===== src/rtl/sap_pkg.sv =====
// Shared SAP-1 constants: default widths, opcodes and the sequencer control-word layout.
package sap_pkg;

  localparam int unsigned SAP_DATA_W    = 8;
  localparam int unsigned SAP_ADDR_W    = 4;
  localparam int unsigned SAP_RAM_DEPTH = 1 << SAP_ADDR_W;
  localparam int unsigned SAP_OP_W      = 4;

  localparam logic [SAP_OP_W-1:0] OP_LDA = 4'b0001;
  localparam logic [SAP_OP_W-1:0] OP_ADD = 4'b0010;
  localparam logic [SAP_OP_W-1:0] OP_OUT = 4'b1110;

  // Control-word bit positions as packed by the sequencer (MSB first).
  localparam int unsigned CW_W                 = 14;
  localparam int unsigned CW_HALT              = 13;
  localparam int unsigned CW_MADDR_LATCH       = 12;
  localparam int unsigned CW_RAM_LATCH         = 11;
  localparam int unsigned CW_RAM_OUT           = 10;
  localparam int unsigned CW_INSTRUCTION_LATCH = 9;
  localparam int unsigned CW_INSTRUCTION_OUT   = 8;
  localparam int unsigned CW_A_REG_LATCH       = 7;
  localparam int unsigned CW_A_REG_OUT         = 6;
  localparam int unsigned CW_ALU_OUT           = 5;
  localparam int unsigned CW_ALU_SUB           = 4;
  localparam int unsigned CW_B_REG_LATCH       = 3;
  localparam int unsigned CW_OUTPUT_LATCH      = 2;
  localparam int unsigned CW_COUNTER_ENABLE    = 1;
  localparam int unsigned CW_COUNTER_OUT       = 0;

  typedef struct packed {
    logic halt;
    logic maddr_latch;
    logic ram_latch;
    logic ram_out;
    logic instruction_latch;
    logic instruction_out;
    logic a_reg_latch;
    logic a_reg_out;
    logic alu_out;
    logic alu_sub;
    logic b_reg_latch;
    logic output_latch;
    logic counter_enable;
    logic counter_out;
  } ctrl_t;

endpackage


===== src/rtl/sap_alu.sv =====
// SAP-1 adder/subtractor: A+B, or A+~B+1 when subtracting, with carry-out.
module sap_alu #(
  parameter int unsigned DATA_W = 8
) (
  input  logic [DATA_W-1:0] a_i,
  input  logic [DATA_W-1:0] b_i,
  input  logic              sub_i,
  output logic [DATA_W-1:0] result_o,
  output logic              carry_o
);

  logic [DATA_W-1:0] b_op;
  logic [DATA_W:0]   sum;

  always_comb begin
    b_op = sub_i ? ~b_i : b_i;
    sum  = (DATA_W+1)'(a_i) + (DATA_W+1)'(b_op) + (DATA_W+1)'(sub_i);
  end

  assign result_o = sum[DATA_W-1:0];
  assign carry_o  = sum[DATA_W];

endmodule


===== src/rtl/sap_datapath.sv =====
// SAP-1 datapath: bus, A/B, ALU, MAR, RAM, IR, PC and OUT driven by the sequencer's strobes.
// Define SAP_FLAGS_EN to add carry_flag/zero_flag outputs captured on ALU-to-A transfers.
module sap_datapath
  import sap_pkg::*;
#(
  parameter int unsigned DATA_W = SAP_DATA_W,
  parameter int unsigned ADDR_W = SAP_ADDR_W
) (
  input  logic              clk,
  input  logic              reset,
  input  logic              halt,
  input  logic              maddr_latch,
  input  logic              ram_latch,
  input  logic              ram_out,
  input  logic              instruction_latch,
  input  logic              instruction_out,
  input  logic              a_reg_latch,
  input  logic              a_reg_out,
  input  logic              alu_out,
  input  logic              alu_sub,
  input  logic              b_reg_latch,
  input  logic              output_latch,
  input  logic              counter_enable,
  input  logic              counter_out,
  input  logic              prog_we,
  input  logic [ADDR_W-1:0] prog_addr,
  input  logic [DATA_W-1:0] prog_data,
  output logic [3:0]        instruction,
  output logic [DATA_W-1:0] out_value,
  output logic [DATA_W-1:0] bus_value,
  output logic              halted,
`ifdef SAP_FLAGS_EN
  output logic              carry_flag,
  output logic              zero_flag,
`endif
  output logic              bus_conflict
);

  localparam int unsigned RAM_DEPTH = 1 << ADDR_W;
  localparam int unsigned SRC_N     = 5;

  ctrl_t              ctrl;
  logic [SRC_N-1:0]   src;
  logic               latch_en;
  logic               ram_we;
  logic [DATA_W-1:0]  bus;
  logic [DATA_W-1:0]  alu_res;
  logic               alu_cout;

  logic [DATA_W-1:0]  mem_q [RAM_DEPTH];
  logic [DATA_W-1:0]  a_q, a_d, b_q, b_d, ir_q, ir_d, out_q, out_d;
  logic [ADDR_W-1:0]  pc_q, pc_d, mar_q, mar_d;
  logic               halted_q, halted_d;

  assign ctrl = '{halt, maddr_latch, ram_latch, ram_out, instruction_latch,
                  instruction_out, a_reg_latch, a_reg_out, alu_out, alu_sub,
                  b_reg_latch, output_latch, counter_enable, counter_out};

  sap_alu #(.DATA_W(DATA_W)) u_alu (
    .a_i      (a_q),
    .b_i      (b_q),
    .sub_i    (ctrl.alu_sub),
    .result_o (alu_res),
    .carry_o  (alu_cout)
  );

  // Fixed-priority bus mux; all sources reflect pre-edge state.
  always_comb begin
    bus = '0;
    if (ctrl.ram_out)              bus = mem_q[mar_q];
    else if (ctrl.instruction_out) bus = DATA_W'(ir_q[3:0]);
    else if (ctrl.a_reg_out)       bus = a_q;
    else if (ctrl.alu_out)         bus = alu_res;
    else if (ctrl.counter_out)     bus = DATA_W'(pc_q);
  end

  // More than one source bit set <=> clearing the lowest set bit leaves something.
  assign src          = {ctrl.ram_out, ctrl.instruction_out, ctrl.a_reg_out,
                         ctrl.alu_out, ctrl.counter_out};
  assign bus_conflict = |(src & (src - SRC_N'(1)));

  // Halt blocks every latch on its own edge as well as all later ones.
  assign latch_en = !ctrl.halt && !halted_q;
  assign ram_we   = !reset && latch_en && ctrl.ram_latch;

  always_comb begin
    a_d      = a_q;
    b_d      = b_q;
    ir_d     = ir_q;
    out_d    = out_q;
    pc_d     = pc_q;
    mar_d    = mar_q;
    halted_d = halted_q | ctrl.halt;
    if (latch_en) begin
      if (ctrl.a_reg_latch)       a_d   = bus;
      if (ctrl.b_reg_latch)       b_d   = bus;
      if (ctrl.instruction_latch) ir_d  = bus;
      if (ctrl.output_latch)      out_d = bus;
      if (ctrl.maddr_latch)       mar_d = bus[ADDR_W-1:0];
      if (ctrl.counter_enable)    pc_d  = pc_q + ADDR_W'(1);
    end
  end

  always_ff @(posedge clk) begin
    if (reset) begin
      a_q      <= '0;
      b_q      <= '0;
      ir_q     <= '0;
      out_q    <= '0;
      pc_q     <= '0;
      mar_q    <= '0;
      halted_q <= 1'b0;
    end else begin
      a_q      <= a_d;
      b_q      <= b_d;
      ir_q     <= ir_d;
      out_q    <= out_d;
      pc_q     <= pc_d;
      mar_q    <= mar_d;
      halted_q <= halted_d;
    end
  end

  // Program load wins over a same-edge bus write; RAM contents survive reset.
  always_ff @(posedge clk) begin
    if (prog_we)     mem_q[prog_addr] <= prog_data;
    else if (ram_we) mem_q[mar_q]     <= bus;
  end

`ifdef SAP_FLAGS_EN
  logic carry_q, zero_q;

  always_ff @(posedge clk) begin
    if (reset) begin
      carry_q <= 1'b0;
      zero_q  <= 1'b0;
    end else if (latch_en && ctrl.alu_out && ctrl.a_reg_latch) begin
      carry_q <= alu_cout;
      zero_q  <= (alu_res == '0);
    end
  end

  assign carry_flag = carry_q;
  assign zero_flag  = zero_q;
`else
  logic carry_unused;
  assign carry_unused = alu_cout;
`endif

  assign instruction = ir_q[DATA_W-1:DATA_W-4];
  assign out_value   = out_q;
  assign bus_value   = bus;
  assign halted      = halted_q;

endmodule


===== config.mk =====
export PLATFORM = sky130hd
export DESIGN_NAME = sap_datapath
export DESIGN_NICKNAME = d
export VERILOG_FILES = /design/src/rtl/sap_pkg.sv /design/src/rtl/sap_alu.sv /design/src/rtl/sap_datapath.sv
export SDC_FILE = /design/constraint.sdc
export NUM_CORES = 1
export LEC_CHECK = 0
export BUFFER_PORTS_ARGS = -buffer_cell sky130_fd_sc_hd__buf_2
export CAP_MARGIN = 20
export CORE_MARGIN = 4
export CORE_UTILIZATION = 60
export CTS_CLUSTER_DIAMETER = 200
export DETAILED_ROUTE_END_ITERATION = 6
export HOLD_SLACK_MARGIN = 0.08
export PLACE_DENSITY = 0.79
export SKIP_LAST_GASP = 1
export SLEW_MARGIN = 20
export SYNTH_ARGS = -nofsm -noshare
export SYNTH_HDL_FRONTEND = slang
export SYNTH_HIERARCHICAL = 1
export SYNTH_SLANG_ARGS = --single-unit

===== constraint.sdc =====
create_clock -name clk -period 3.6 [get_ports clk]
set_input_delay 0 -clock clk [delete_from_list [all_inputs] [get_ports clk]]
set_output_delay 0 -clock clk [all_outputs]
set_load 0.05 [all_outputs]

==> summary.txt <==
Outcome
  • Status: finished clean

Place
  • PortBufs: 50
  • GPL Wtd Cong: 0.951
  • Post-DP HPWL: 11800 um

Clocking
  • CTS Buffer Depth: 2
  • Clk pin slew, worst setup/hold paths: 70 ps
  • Clock latency on the worst-skew pair: 420 ps
  • CTS root buffer: clkbuf_16
  • Hold_buf cts: 8
  • H-tree depth: 4
  • # clock sinks: 173
  • PostCTS Resize Cnt: 0
  • CTS tree: done
  • Setup bufs post-CTS: 0
  • Cts bufs inserted: 17

Setup path
  • Worst-path fanout max: 16
  • Startpoint Class: flip-flop
  • CP Class: flip-flop to flip-flop
  • Nature of the critical path endpoint: flip-flop
  • Worst Path Arrival: 3370 ps
  • CP required: 3700 ps

Layout
  • Post-Route Utilization: 72.1%
  • Layout cells sized above 1: 20.8%
  • Most frequent cells in the layout: edfxtp_1 (128), mux2i_1 (64), buf_2 (50)
  • Area growth from synthesis to layout: 15.4%
  • Antenna Cells: 0
  • Commonest non-fill, non-tap cell in the layout: edfxtp_1
  • Final #Nets: 694

STA
  • Final hold vios: 0
  • Fmax: 306 MHz
  • Unrepaired setup endpoints after global routing: no
  • Worst Skew: 8.68 ps
  • Fin crit share: 90.9%
  • Setup violators final: 0
  • Total negative slack: 0 ps
  • Worst-Margin Slew: 1040 ps
  • Tmin final: 3270 ps
  • Slew margin rel.: 30.6%
  • Pins over their slew limit: 0

Die
  • Initial core utilization: 62.5%
  • Horiz. Die Dim: 121 um
  • Die area: 0.0146 mm^2
  • Die Span Y: 121 um
  • Core area: 0.0122 mm^2
  • I/O Pins: 51
  • # rows: 40

Drt
  • Antenna Nets Post-Route: 0
  • DR vias/cell: 6.10
  • DRT Wirelength: 17500 um
  • Avg WL per Cell: 21.0 um
  • DR DRC count: 0
  • Starting DRT DRC Count: 425
  • 1st-pass router iterations: 6
  • Routed vias: 5106

Global route
  • Number of global-route vias before repair: 5002
  • GRT overflow: 0
  • Global-route wire length before repair: 27200 um
  • Initial antenna violation count: 0
  • Largest net degree at the start of global routing: 56
  • Global router's overall resource usage: 24.9%

Synthesis
  • Mapped cell area: 0.00764 mm^2
  • Post-Syn Instances: 585
  • Synth Net Count: 623
  • Syn Area/Cell: 13.1 um^2
  • Synth warnings: 6

Hold path
  • Worst min path class: input pin to flip-flop

Power and ir drop
  • P per Cell Area: 525 mW/mm^2
  • Pwr Total: 4.63 mW
  • Max VDD drop: 0.463 mV
  • Pleak: 3.08 nW

Job
  • MaxCap Viol Count: 0
-- flip-flops by register name, summed over array words and instances (netlist names), named ones only --
name / count
mar_q: 4
a_q: 8
halted: 1
out_value: 8
ir_q: 8
pc_q: 4
mem_q: 128
b_q: 8
-- where the power goes --
group / switching [mW] / internal [mW]
combinational: 0.345 / 0.176
clock: 0.774 / 1.10
sequential: 0.0314 / 2.20
total: 1.15 / 3.48
-- critical path, stage by stage, from the launching register on --
cell	delay (ps)
dfxtp_1	360
xor2_1	200
inv_1	80
fa_1	440
nor2b_1	190
o31a_1	190
o21ai_0	90
a31oi_1	170
nand3b_1	90
a21oi_1	180
a31o_1	140
a31oi_2	90
o21ai_1	740
-- worst paths after layout --
check               startpoint           end  slack, ps  cells after the start
setup / recovery        b_q[1]  mem_q[13][6]        330                     12
hold / removal    prog_data[0]  mem_q[15][0]         90                      4
setup reg to reg        b_q[1]  mem_q[13][6]        330                     12
hold reg to reg   out_value[1]  out_value[1]        490                      2
-- metrics by stage --
stage / cell area, um^2 / std cells / setup WS, ps / hold WS (ps)
5_1_grt: 8810 / 837 / 1.07 / 99.2
4_1_cts: 8810 / 837 / 335 / 80.8
3_5_place_dp: 8120 / 797 / 360 / 318
6_report: 8810 / 837 / 328 / 92.7
3_3_place_gp: 8120 / 797 / 577 / 292
2_1_floorplan: 7640 / 585 / 881 / 160
-- layout make-up --
class | count | area, um^2
Sequential cell | 173 | 4750
Fill cell | 822 | 3400
Multi-Input combinational cell | 357 | 2610
Timing Repair Buffer | 89 | 563
Clock buffer | 17 | 425
Tap cell | 168 | 210
Clock inverter | 15 | 185
Inverter | 18 | 67.6
-- layer usage --
layer / wire length [um] / up-vias / global-route usage (%)
li1: - / 2370 / -
met1: 7390 / 2480 / 33.7
met2: 8370 / 221 / 39.4
met3: 1460 / 35 / 6.45
met4: 309 / 0 / 8.64
met5: 0 / - / 0
No activity file was read; power rests on OpenSTA's default activity.
